==> src/rtl/fifo_ast_pkg.sv <==
// Shared types and constants for the FIFO-to-Avalon-ST line framer.
package fifo_ast_pkg;

  typedef enum logic [1:0] {
    HUNT   = 2'd0,
    STREAM = 2'd1,
    CLEAR  = 2'd2
  } fsm_e;

  localparam int CLEAR_CYCLES = 2;

  // The line-start flag sits directly above the pixel bits of each FIFO word.
  function automatic int sol_bit(input int pixel_width);
    return pixel_width;
  endfunction

endpackage

==> src/rtl/ast_skid2.sv <==
// Two-entry skid buffer between the FIFO read port and the stream output.
module ast_skid2 #(
  parameter int W = 9
) (
  input  logic         clk,
  input  logic         rst_n,
  input  logic         i_flush,
  input  logic         i_push,
  input  logic [W-1:0] i_data,
  input  logic         i_pop,
  output logic         o_valid,
  output logic [W-1:0] o_data,
  output logic [1:0]   o_occ
);

  logic [W-1:0] r_mem [2];
  logic         r_wp;
  logic         r_rp;
  logic [1:0]   r_occ;
  logic         w_push;
  logic         w_pop;

  // The read-issue logic reserves space, so a full-buffer push is dropped only defensively.
  assign w_push  = i_push & (r_occ != 2'd2);
  assign w_pop   = i_pop & (r_occ != 2'd0);
  assign o_valid = (r_occ != 2'd0);
  assign o_data  = r_mem[r_rp];
  assign o_occ   = r_occ;

  always_ff @(posedge clk or negedge rst_n) begin
    if (!rst_n) begin
      for (int i = 0; i < 2; i++) r_mem[i] <= '0;
      r_wp  <= 1'b0;
      r_rp  <= 1'b0;
      r_occ <= 2'd0;
    end else if (i_flush) begin
      r_wp  <= 1'b0;
      r_rp  <= 1'b0;
      r_occ <= 2'd0;
    end else begin
      if (w_push) begin
        r_mem[r_wp] <= i_data;
        r_wp        <= ~r_wp;
      end
      if (w_pop) r_rp <= ~r_rp;
      r_occ <= r_occ + {1'b0, w_push} - {1'b0, w_pop};
    end
  end

endmodule

==> src/rtl/fifo_ast_framer.sv <==
// Drains the pixel async FIFO and frames one Avalon-ST packet per active line,
// resynchronising on line-start flags and sequencing FIFO flushes.
module fifo_ast_framer import fifo_ast_pkg::*; #(
  parameter int PIXEL_WIDTH = 8,
  parameter int LINE_WORDS  = 1440,
  parameter int CNT_WIDTH   = 16
) (
  input  logic                   Clk,
  input  logic                   Reset_n,
  input  logic                   Enable_in,
  input  logic                   Flush_in,
  input  logic [PIXEL_WIDTH:0]   Fifo_data_in,
  input  logic                   Fifo_empty_in,
  output logic                   Fifo_rden_out,
  output logic                   Fifo_clear_out,
  output logic [PIXEL_WIDTH-1:0] Ast_data_out,
  output logic                   Ast_valid_out,
  input  logic                   Ast_ready_in,
  output logic                   Ast_sop_out,
  output logic                   Ast_eop_out,
  output logic                   Sync_err_out,
  output logic [CNT_WIDTH-1:0]   Pkt_count_out
);

  localparam int SOL_BIT = sol_bit(PIXEL_WIDTH);
  localparam int WCW     = $clog2(LINE_WORDS);
  localparam int CLW     = (CLEAR_CYCLES > 1) ? $clog2(CLEAR_CYCLES) : 1;
  localparam logic [WCW-1:0] LAST = WCW'(LINE_WORDS - 1);

  fsm_e               r_state;
  logic [WCW-1:0]     r_wcnt;
  logic [CLW-1:0]     r_clr_left;
  logic               r_inflight;
  logic               r_run;
  logic               r_sync_err;
  logic [CNT_WIDTH-1:0] r_pkt;

  logic               w_head_valid;
  logic [PIXEL_WIDTH:0] w_head;
  logic [1:0]         w_occ;
  logic               w_head_sol;
  logic               w_clear_busy;
  logic               w_room;
  logic               w_rd_acc;
  logic               w_xfer;
  logic               w_discard;
  logic               w_pop;

  ast_skid2 #(.W(PIXEL_WIDTH + 1)) u_skid (
    .clk     (Clk),
    .rst_n   (Reset_n),
    .i_flush (Flush_in),
    .i_push  (r_inflight & ~Flush_in),
    .i_data  (Fifo_data_in),
    .i_pop   (w_pop),
    .o_valid (w_head_valid),
    .o_data  (w_head),
    .o_occ   (w_occ)
  );

  assign w_head_sol   = w_head[SOL_BIT];
  assign w_clear_busy = (r_state == CLEAR);
  // Space must exist for the word already in flight as well as the one being requested.
  assign w_room       = ({1'b0, w_occ} + {2'b00, r_inflight}) < 3'd2;
  assign Fifo_rden_out = r_run & Enable_in & ~Flush_in & ~w_clear_busy & w_room;
  assign w_rd_acc     = Fifo_rden_out & ~Fifo_empty_in;

  assign Ast_valid_out = (r_state == STREAM) & w_head_valid;
  assign w_xfer        = Ast_valid_out & Ast_ready_in & ~Flush_in;
  assign w_discard     = (r_state == HUNT) & w_head_valid & ~w_head_sol;
  assign w_pop         = w_xfer | w_discard;

  assign Ast_data_out   = Ast_valid_out ? w_head[PIXEL_WIDTH-1:0] : '0;
  assign Ast_sop_out    = Ast_valid_out & (r_wcnt == '0);
  assign Ast_eop_out    = Ast_valid_out & (r_wcnt == LAST);
  assign Fifo_clear_out = w_clear_busy;
  assign Sync_err_out   = r_sync_err;
  assign Pkt_count_out  = r_pkt;

  always_ff @(posedge Clk or negedge Reset_n) begin
    if (!Reset_n) begin
      r_state    <= HUNT;
      r_wcnt     <= '0;
      r_clr_left <= '0;
      r_inflight <= 1'b0;
      r_run      <= 1'b0;
      r_sync_err <= 1'b0;
      r_pkt      <= '0;
    end else begin
      r_run      <= 1'b1;
      r_inflight <= w_rd_acc;
      if (Flush_in) begin
        r_state    <= CLEAR;
        r_clr_left <= CLW'(CLEAR_CYCLES - 1);
        r_wcnt     <= '0;
      end else begin
        case (r_state)
          HUNT: if (w_head_valid && w_head_sol) begin
            r_state <= STREAM;
            r_wcnt  <= '0;
          end
          STREAM: if (w_xfer) begin
            // Only the opening word of a packet may legitimately carry the line-start flag.
            if (w_head_sol && (r_wcnt != '0)) r_sync_err <= 1'b1;
            if (r_wcnt == LAST) begin
              r_wcnt  <= '0;
              r_pkt   <= r_pkt + CNT_WIDTH'(1);
              r_state <= HUNT;
            end else begin
              r_wcnt <= r_wcnt + WCW'(1);
            end
          end
          CLEAR: begin
            if (r_clr_left == '0) r_state <= HUNT;
            else r_clr_left <= r_clr_left - CLW'(1);
          end
          default: r_state <= HUNT;
        endcase
      end
    end
  end

endmodule

==> config.mk <==
export PLATFORM = sky130hd
export DESIGN_NAME = fifo_ast_framer
export DESIGN_NICKNAME = d
export VERILOG_FILES = /design/src/rtl/fifo_ast_pkg.sv /design/src/rtl/ast_skid2.sv /design/src/rtl/fifo_ast_framer.sv
export SDC_FILE = /design/constraint.sdc
export NUM_CORES = 1
export LEC_CHECK = 0
export BUFFER_PORTS_ARGS = -buffer_cell sky130_fd_sc_hd__buf_2
export CAP_MARGIN = 40
export CORE_ASPECT_RATIO = 2
export CORE_MARGIN = 2
export CORE_UTILIZATION = 40
export CTS_CLUSTER_DIAMETER = 120
export DETAILED_ROUTE_END_ITERATION = 12
export PLACE_DENSITY = 0.66
export SYNTH_ARGS = -nofsm -noshare
export SYNTH_HDL_FRONTEND = slang
export SYNTH_SLANG_ARGS = --single-unit
==> constraint.sdc <==
create_clock -name Clk -period 1.8 [get_ports Clk]
set_input_delay 0.45 -clock Clk [delete_from_list [all_inputs] [get_ports Clk]]
set_output_delay 0.45 -clock Clk [all_outputs]
set_load 0.05 [all_outputs]
==> key figures, run 1 <==
Run status
  – Status: finished, violations left
  – Failing checks: setup timing

Finish
  – Final std cell area, no fill: 4180 µm²
  – Share of cells above drive strength 1: between 50 and 60%
  – Area occupied by multi-input gates: approximately 1700 µm²
  – Nets: between 300 and 400
  – Sequential Area: 1380 µm²
  – Filler cell count: between 500 and 600
  – Antenna diode count: 0
  – Area delta synth->final: 46.8%

STA
  – Final hold violation count: 0
  – Measured slew at the worst slew-check pin: between 0.4 and 0.5 ns
  – Peak Freq: 498 MHz
  – Min Tclk post-route: between 2 and 2.5 ns
  – RSZ-0062 raised after global routing: true
  – Worst setup margin: -0.209 ns
  – Final setup fails: 41
  – Slew Viols, Final: 0
  – Hold Slack: 0.138 ns
  – Tcrit/Tclk final: 112%
  – Setup TNS: -5.18 ns
  – Slew margin rel.: 66.7%
  – Final setup skew: 0.00573 ns

Critical path
  – Crit-path max FO: 6
  – CP Launch Type: register
  – Crit end category: primary output
  – R2R Path Start: r_state[1]
  – Worst Setup SP: r_state[1]
  – Cell count of the worst reg-to-reg path: 7
  – CP Capture Point: Ast_data_out[6]
  – FF-to-FF setup slack: -0.20 ns
  – Worst reg2reg path endpoint: r_wcnt[8]
  – WS Path Type: reg -> out
  – WP data arrival: approximately 1.6 ns
  – WP data required: 1.35 ns

Synthesis
  – Cell accounting for the most synthesized area: dfrtp_1
  – Synth top area share: 48.4%
  – Commonest cells post-synth: dfrtp_1, nor2_1, mux2_2, xnor2_1, nand2_1
  – Post-synth cell types: 55
  – Post-synthesis cell count: 256
  – FFs w/ async S/R, synth: between 90% and 100%
  – Post-synth net total: 276
  – Syn avg cell area: 11.1 µm²
  – Cell with the most instances after synthesis: dfrtp_1
  – Register bit count reported by yosys: 55
  – Prevailing post-synth register cell: dfrtp_1
  – Syn. warnings: 0
  – Post-synth EDFFs: 0
  – Cell Area, Synth: around 2800 µm²
  – Main area contributors after synthesis: dfrtp_1, mux2_2, xnor2_1
  – Sequential share of the synthesized area: 48.4%

Die
  – Initial Utilization: 41.3%
  – Total core area: 6890 µm²
  – Number of I/O pins: 45
  – DIE HEIGHT: around 120 µm
  – Row cnt: between 40 and 50
  – Die width: 63.6 µm
  – Die area: 7840 µm²

Placed design
  – RD Place Congestion: 0.888
  – Placement Cell Area: 3560 µm²
  – Port-buffer cells: 44
  – Final HPWL DP: 4980 µm
  – Post-Place Worst Slack: -0.231 ns

Detailed routing
  – Drt wl/cell: 15.8 µm
  – Initial DRC count: 43
  – Metal3 WL: approximately 240 µm
  – M1 wire length: 2480 µm
  – Drt pass-1 iters: 4
  – DRC: 0
  – Vias/cell: 5.33
  – Final ANT Viol Nets: 0
  – Met2 wire length: 4030 µm
  – Top Metal Used: met4
  – Vias: 2384
  – Drt total wl: 7060 µm

Pwr
  – Max VDD drop: 0.000689 V
  – Power Internal: 1900 µW
  – P per Cell Area: 602 nW/µm²
  – Clock power share: 38.8%
  – Psw: 607 µW
  – Reg power frac: 52.0%
  – P_leak: roughly 0.0020 µW
  – Switching part of the total: between 20% and 30%
  – Comb pwr share: 9.2%

GRT
  – Grt ovf: 0
  – Overall Global Routing Usage: 19.6%
  – Initial antenna violation count: 0
  – First-pass GRT wire length: 11800 µm
  – Vias in the first global route: 2497
  – Largest net degree at the start of global routing: 56

CTS
  – Longest Clk Path Bufs: 2
  – CTS Sinks: 55
  – Clk pin slew, worst setup/hold paths: approximately 0.070 ns
  – Hold-fix buffers, CTS: 0
  – CTS Buf Count: 5
  – CTS HTree Levels: 2
  – Clk root buf: clkbuf_16
  – CTS tree: built
  – Clock Latency Late Sink: roughly 0.30 ns

Flow run
  – MaxCap Viol Count: 0

Min path
  – HP Class: in -> async
final cells by class:
| type | count | area share (%) |
|---|---|---|
| clock buffer | 5 | 3.00 |
| clock inverter | 3 | 0.450 |
| tap | 90 | 2.70 |
| timing repair buffer | 101 | 19.8 |
| sequential | 55 | 33.0 |
| inverter | 13 | 1.23 |
| multi-input combinational | 180 | 39.8 |
per-stage QoR:
| stage | std cells | util (%) | total power (µW) |
|---|---|---|---|
| after global routing | 447 | 60.6 | 2620 |
| after global placement | 423 | 51.7 | 1530 |
| after floorplan | 256 | - | 1450 |
| after CTS | 443 | 58.1 | 2540 |
| final | 447 | 60.6 | 2510 |
| after detailed placement | 423 | 51.7 | 1540 |
how the worst min path moves through the flow:
stage / from / end / slack, ns / cells past startpoint
finish: Reset_n / Pkt_count_out[0] / 0.14 / 2
global route: Reset_n / Pkt_count_out[7] / 0.16 / 2
CTS: Reset_n / Pkt_count_out[7] / 0.15 / 2
detailed placement: Pkt_count_out[15] / Pkt_count_out[15] / 0.46 / 1
global placement: Pkt_count_out[15] / Pkt_count_out[15] / 0.46 / 1
floorplan: Reset_n / Pkt_count_out[0] / 0.15 / 0
state kept, by name, indices dropped and copies added, names as in the netlist:
register	cells
r_run	1
u_skid.r_mem	18
r_state	2
r_clr_left	1
u_skid.r_rp	1
Pkt_count_out	16
Sync_err_out	1
r_inflight	1
u_skid.r_wp	1
u_skid.o_occ	2
r_wcnt	11
cells by family (layout without fill, tap and decap cells):
kind of cell / after synthesis / in the layout / synth area share (%)
mux: 29 / 29 / 11.1
fa+ha+maj: 5 / 5 / 2.20
simple gates: 93 / 93 / 19.2
flops: 55 / 55 / 48.4
compound gates: 34 / 34 / 10.1
buf+inv: 21 / 122 / 3.26
other cells: 1 / 1 / 0.132
xor+xnor: 18 / 18 / 5.54
worst max-delay path, stage by stage (launching register included):
cell,delay [ns]
dfrtp_1,0.41
buf_4,0.14
o21ba_4,0.23
nand2_4,0.08
buf_12,0.15
nor2_4,0.08
buf_6,0.16
layer usage:
| metal | GRT usage [%] | up-vias |
|---|---|---|
| li1 | - | 1116 |
| met5 | 0 | - |
| met3 | 3.64 | 24 |
| met4 | 11.5 | 0 |
| met1 | 19.9 | 1190 |
| met2 | 36.5 | 54 |
layout by cell type, fill, tap and decap left out, types with 3 or more instances in the layout:
master	n
inv_2	3
mux2_2	20
and3_1	10
nand3_2	3
nor2_4	12
mux2i_1	7
buf_8	5
buf_4	45
nand2_1	12
nor2_1	11
buf_6	17
nand4_1	8
a32oi_1	3
a221o_1	4
nor4_4	4
nand3_1	9
xnor2_1	14
clkbuf_16	5
dfrtp_1	54
inv_1	9
a21oi_2	3
buf_2	31
power groups by stage:
stage               Sequential [µW]  Combinational (µW)  Clock [µW]
floorplan                      1320                 121           0
global placement               1330                 206           0
detailed placement             1330                 210           0
CTS                            1310                 227        1000
global route                   1310                 254        1050
finish                         1310                 231         973
repair_timing:
action / in CTS / in global routing
gates resized for setup: 53 / 36
cloned: 1 / 0
setup buffers: 11 / 7
pin swaps: 30 / 22
setup endpoints to repair: 30 / 37
Power figures use the tool's default switching activity.
==> run 2: changes to the inputs <==
Settings changed: CELL_PAD_IN_SITES_DETAIL_PLACEMENT set to 1, CELL_PAD_IN_SITES_GLOBAL_PLACEMENT set to 1, CORE_ASPECT_RATIO 2 to 1.1, PLACE_DENSITY 0.66 to 0.79.
==> key figures, run 2 (same netlist as run 1, synthesis figures left out) <==
STA
  – Final setup skew: 0.00745 ns
  – Slew Viols, Final: 0
  – Peak Freq: 458 MHz
  – RSZ-0062 raised after global routing: true
  – Worst setup margin: -0.381 ns
  – Tcrit/Tclk final: 121%
  – Min Tclk post-route: 2.18 ns
  – Hold Slack: 0.0898 ns
  – Measured slew at the worst slew-check pin: 0.611 ns
  – Setup TNS: -6.14 ns
  – Slew margin rel.: 59.0%
  – Final hold violation count: 0
  – Final setup fails: 39

Critical path
  – WP data arrival: between 1.5 and 2 ns
  – CP Launch Type: register
  – WP data required: 1.35 ns
  – Crit end category: primary output
  – WS Path Type: reg -> out
  – Crit-path max FO: 2

Pwr
  – P_leak: 0.00204 µW
  – Reg power frac: 56.2%
  – Max VDD drop: 0.000334 V
  – Switching part of the total: 27.2%
  – Clock power share: 32.2%
  – Psw: 643 µW
  – Comb pwr share: 11.5%
  – Total Power: 2370 µW
  – P per Cell Area: 555 nW/µm²
  – Power Internal: 1720 µW

Detailed routing
  – Initial DRC count: 107
  – Drt total wl: 10700 µm
  – Vias: 2614
  – Final ANT Viol Nets: 0
  – DRC: 0
  – Drt pass-1 iters: 4
  – Vias/cell: 5.94
  – Drt wl/cell: 24.3 µm

Die
  – DIE HEIGHT: 92.4 µm
  – Row cnt: 32
  – Die width: 84.4 µm
  – Number of I/O pins: 45
  – Total core area: 6970 µm²
  – Initial Utilization: 40.8%
  – Die area: 7800 µm²

GRT
  – Initial antenna violation count: 0
  – First-pass GRT wire length: between 15000 and 20000 µm
  – Vias in the first global route: 2839
  – Overall Global Routing Usage: 26.3%
  – Largest net degree at the start of global routing: 56
  – Grt ovf: 0

Finish
  – Largest register FFs: 18
  – Area delta synth->final: 50.0%
  – Commonest non-fill, non-tap cell in the layout: dfrtp_1
  – Most frequent cells in the layout: dfrtp_1, buf_4, buf_2
  – Nets: 374
  – Final core area utilization: between 60% and 70%
  – Antenna diode count: 0
  – Share of cells above drive strength 1: 54.6%
  – Top reg by flops: u_skid.r_mem

CTS
  – CTS HTree Levels: 2
  – Clk root buf: clkbuf_8
  – Clk pin slew, worst setup/hold paths: 0.10 ns
  – CTS Sinks: between 50 and 60
  – Hold-fix buffers, CTS: 0
  – CTS tree: built
  – Longest Clk Path Bufs: 2
  – Clock Latency Late Sink: between 0.3 and 0.4 ns
  – CTS Buf Count: 5

Placed design
  – RD Place Congestion: 0.845
  – Final HPWL DP: between 5000 and 6000 µm
  – Port-buffer cells: 44

Min path
  – HP Class: in -> async

Flow run
  – MaxCap Viol Count: 0

Run status
  – Status: finished, violations left
  – Failing checks: setup timing
## run 2: cell count changes in the layout (fill, tap and decap cells not counted), sizes merged
cell    previous run  this run
clkbuf             5         7
clkinv             2         1
inv               14        13
buf              101        99
## run 2: layout make-up
type | instances | area (µm²)
inverter | 13 | 51.3
clock buffer | 7 | 86.3
tap | 85 | 106
clock inverter | 1 | 8.76
multi-input combinational | 180 | 1800
timing repair buffer | 99 | 831
fill | 722 | 2700
sequential | 55 | 1380
## run 2: power groups by stage
stage / Sequential [µW] / Combinational [µW] / Clock, µW
finish: 1330 / 273 / 762
global route: 1340 / 291 / 806
CTS: 1320 / 251 / 749
detailed placement: 1330 / 207 / 0
global placement: 1330 / 200 / 0
floorplan: 1320 / 121 / 0
## run 2: worst paths after layout
check	from	end	slack [ns]	cells past startpoint
max	r_wcnt[0]	Ast_sop_out	-0.38	6
min	Reset_n	r_wcnt[5]	0.09	2
max reg2reg	r_wcnt[0]	r_wcnt[10]	-0.25	9
min reg2reg	Pkt_count_out[15]	Pkt_count_out[15]	0.48	1
max in group asynchronous	Reset_n	u_skid.o_occ[1]	1.41	2
min in group Clk	Fifo_empty_in	r_inflight	0.26	2
## run 2: routing by layer
layer,global-route usage [%],part of all wire (%)
met1,28.4,35
met2,48.5,54
met3,4.81,5.2
met4,13.8,5.6
met5,0,0
## run 2: worst max-delay path: stages (launching register included)
cell	delay, ns
dfrtp_1	0.45
inv_2	0.13
ha_4	0.13
nor4b_4	0.19
nand3_2	0.19
nor2_4	0.17
buf_8	0.15
## run 2: through the flow
stage,setup WS (ns),cells,instance area (µm²)
floorplan,-0.160,256,2950
global placement,-0.156,415,3530
detailed placement,-0.220,415,3530
CTS,-0.315,436,4020
global route,-0.425,440,4270
finish,-0.381,440,4270
## run 2: what timing repair did
item / CTS / global route
hold endpoints to repair: 0 / 0
setup buffers: 12 / 6
resized for setup: 71 / 45
cloned: 1 / 0
pin swaps: 23 / 21
endpoints found under the setup margin: 41 / 43
==> run 3: changes to the inputs <==
--- a/config.mk
+++ b/config.mk
@@ -6,4 +6,5 @@
 export NUM_CORES = 1
 export LEC_CHECK = 0
+export ABC_AREA = 1
 export BUFFER_PORTS_ARGS = -buffer_cell sky130_fd_sc_hd__buf_2
 export CAP_MARGIN = 40
@@ -12,8 +13,8 @@
 export CORE_ASPECT_RATIO = 1.1
 export CORE_MARGIN = 2
-export CORE_UTILIZATION = 40
+export CORE_UTILIZATION = 38
 export CTS_CLUSTER_DIAMETER = 120
 export DETAILED_ROUTE_END_ITERATION = 12
-export PLACE_DENSITY = 0.79
+export PLACE_DENSITY_LB_ADDON = 0.05
 export SYNTH_ARGS = -nofsm -noshare
 export SYNTH_HDL_FRONTEND = slang
==> constraint.sdc (replaced) <==
create_clock -name Clk -period 1.8 [get_ports Clk]
set_input_delay 0.27 -clock Clk [delete_from_list [all_inputs] [get_ports Clk]]
set_output_delay 0.27 -clock Clk [all_outputs]
set_load 0.05 [all_outputs]
==> key figures, run 3 <==
Run status
  – Status: finished, violations left
  – Failing checks: setup timing

Critical path
  – CP cell instances: ha_1 > inv_1 > nor2_4 > nand2_4 > nor3_2 > buf_6
  – Critical path's largest stage delay: between 0.4 and 0.5 ns
  – Slowest cell on crit path: dfrtp_1
  – CP Launch Type: register
  – Crit-path leading delay family: simple AND/OR/NAND/NOR gates
  – WP data arrival: roughly 1.6 ns
  – Crit-path max FO: 5
  – Crit end category: primary output
  – FF-to-FF setup slack: 0.09 ns
  – WP data required: 1.53 ns
  – WS Path Type: reg -> out
  – CP Buf/Inv Count: 2

Detailed routing
  – Drt wl/cell: roughly 14 µm
  – Vias/cell: 4.84
  – Drt pass-1 iters: 4
  – Drt total wl: approximately 7700 µm
  – Vias: approximately 2700
  – DRC: 0
  – Final ANT Viol Nets: 0
  – Initial DRC count: between 80 and 90

Finish
  – Area occupied by multi-input gates: between 1500 and 2000 µm²
  – Final core area utilization: 48.5%
  – Nets: 472
  – Largest register FFs: 18
  – Top reg by flops: u_skid.r_mem
  – Share of cells above drive strength 1: 27.8%
  – Most frequent cells in the layout: nand2_1, dfrtp_1, inv_1
  – Antenna diode count: 0
  – Filler cell count: 990
  – Area delta synth->final: 24.7%
  – Commonest non-fill, non-tap cell in the layout: nand2_1
  – Sequential Area: 1380 µm²

GRT
  – Grt ovf: 0
  – Initial antenna violation count: 0
  – Overall Global Routing Usage: 18.3%
  – Vias in the first global route: 2721
  – Largest net degree at the start of global routing: 56
  – First-pass GRT wire length: 12900 µm

STA
  – Tcrit/Tclk final: 104%
  – RSZ-0062 raised after global routing: true
  – Worst setup margin: -0.0743 ns
  – Final hold violation count: 0
  – Peak Freq: between 500 and 600 MHz
  – Hold Slack: 0.102 ns
  – Min Tclk post-route: 1.87 ns
  – Final setup skew: approximately 0.008 ns
  – Final setup fails: 2
  – Slew Viols, Final: 0
  – Setup TNS: -0.146 ns

CTS
  – Longest Clk Path Bufs: 2
  – Clk pin slew, worst setup/hold paths: 0.11 ns
  – CTS HTree Levels: 2
  – CTS Sinks: 55
  – CTS Buf Count: 5
  – Clock Latency Late Sink: 0.31 ns
  – Clk root buf: clkbuf_8
  – CTS tree: built

Synthesis
  – Main area contributors after synthesis: dfrtp_1, nand2_1, inv_1
  – Cell Area, Synth: 3060 µm²
  – Register bit count reported by yosys: between 50 and 60
  – Cell accounting for the most synthesized area: dfrtp_1
  – Post-synth cell types: 31
  – Post-synth net total: 408
  – Synth top area share: roughly 45%
  – FFs w/ async S/R, synth: 100%
  – Prevailing post-synth register cell: dfrtp_1
  – Cell with the most instances after synthesis: nand2_1
  – Syn avg cell area: just under 8 µm²
  – Commonest cells post-synth: nand2_1, dfrtp_1, inv_1, nor2_1, o21ai_0
  – Syn. warnings: 0
  – Sequential share of the synthesized area: 45.0%
  – Post-synthesis cell count: 388
  – Post-synth EDFFs: 0

Placed design
  – Post-Place Worst Slack: -0.00372 ns
  – RD Place Congestion: ~0.78
  – Port-buffer cells: 44
  – Final HPWL DP: 5470 µm

Pwr
  – Power Internal: 1710 µW
  – P per Cell Area: around 630 nW/µm²
  – Reg power frac: 55.6%
  – Psw: between 700 and 800 µW
  – Clock power share: 30.0%
  – Total Power: roughly 2400 µW
  – Comb pwr share: 14.4%
  – P_leak: 0.00187 µW
  – Max VDD drop: 0.000384 V
  – Switching part of the total: 29.1%

Die
  – DIE HEIGHT: 98.1 µm
  – Row cnt: 34
  – Initial Utilization: 38.9%
  – Die area: 8790 µm²
  – Number of I/O pins: 45
  – Total core area: 7870 µm²
  – Die width: 89.6 µm

Flow run
  – MaxCap Viol Count: 0

Min path
  – HP Class: in -> reg
run 3: power groups by stage:
stage | clock network (µW) | registers [µW] | logic [µW]
after floorplan | 0 | 1360 | 197
after global placement | 0 | 1370 | 297
after detailed placement | 0 | 1370 | 303
after CTS | 765 | 1340 | 325
after global routing | 801 | 1350 | 399
final | 724 | 1340 | 348
run 3: stage by stage:
stage | cell area [µm²] | instances
finish | 3810 | 561
CTS | 3670 | 557
floorplan | 3070 | 388
detailed placement | 3460 | 542
global placement | 3460 | 542
global route | 3810 | 561
run 3: timing repair:
action / in CTS / in global routing
pin swaps: 2 / 6
setup endpoints to repair: 13 / 32
resized for setup: 23 / 29
endpoints found under the hold margin: 55 / 0
setup buffers: 6 / 4
hold buffers: 1 / 0
run 3: final timing paths:
kind,to,depth (start not counted),from
worst max-delay path,Ast_eop_out,6,r_wcnt[1]
worst min-delay path,r_inflight,2,Fifo_empty_in
worst max register to register,r_state[0],10,r_wcnt[1]
worst min register to register,Sync_err_out,2,Sync_err_out
max in group asynchronous,r_wcnt[8],3,Reset_n
min in group asynchronous,r_inflight,3,Reset_n
run 3: cell type report:
cell class,instances,share of cell area (%)
clock buffers,5,1.80
repair buffers,65,12.0
flip-flops and latches,55,36.1
inverters,48,4.82
clock inverters,3,0.590
multi-input cells,277,41.2
well taps,108,3.54
run 3: worst reg2reg max path: stages (launching register included):
cell,delay [ns]
dfrtp_1,0.41
ha_1,0.21
inv_1,0.08
nor2_4,0.13
buf_4,0.16
nand3_1,0.15
nand2_2,0.18
nand3_1,0.12
nor2_1,0.12
nand2_1,0.06
nand2_1,0.06
run 3: cells by family (layout without fill, tap and decap cells):
kind of cell	count (synthesis)	in the layout	synth area share [%]
simple gates	213	213	32.5
buf+inv	56	121	7.73
flops	55	55	45.0
compound gates	44	44	7.36
xor+xnor	14	14	5.23
fa+ha+maj	5	5	2.04
other cells	1	1	0.123
run 3: layer usage:
metal | vias to the layer above | track usage (%) | wire, µm
li1 | 1350 | - | -
met1 | 1327 | 25.0 | 3610
met2 | 36 | 30.8 | 3870
met3 | 2 | 2.70 | 212
met4 | 0 | 3.44 | 36
met5 | - | 0 | 0
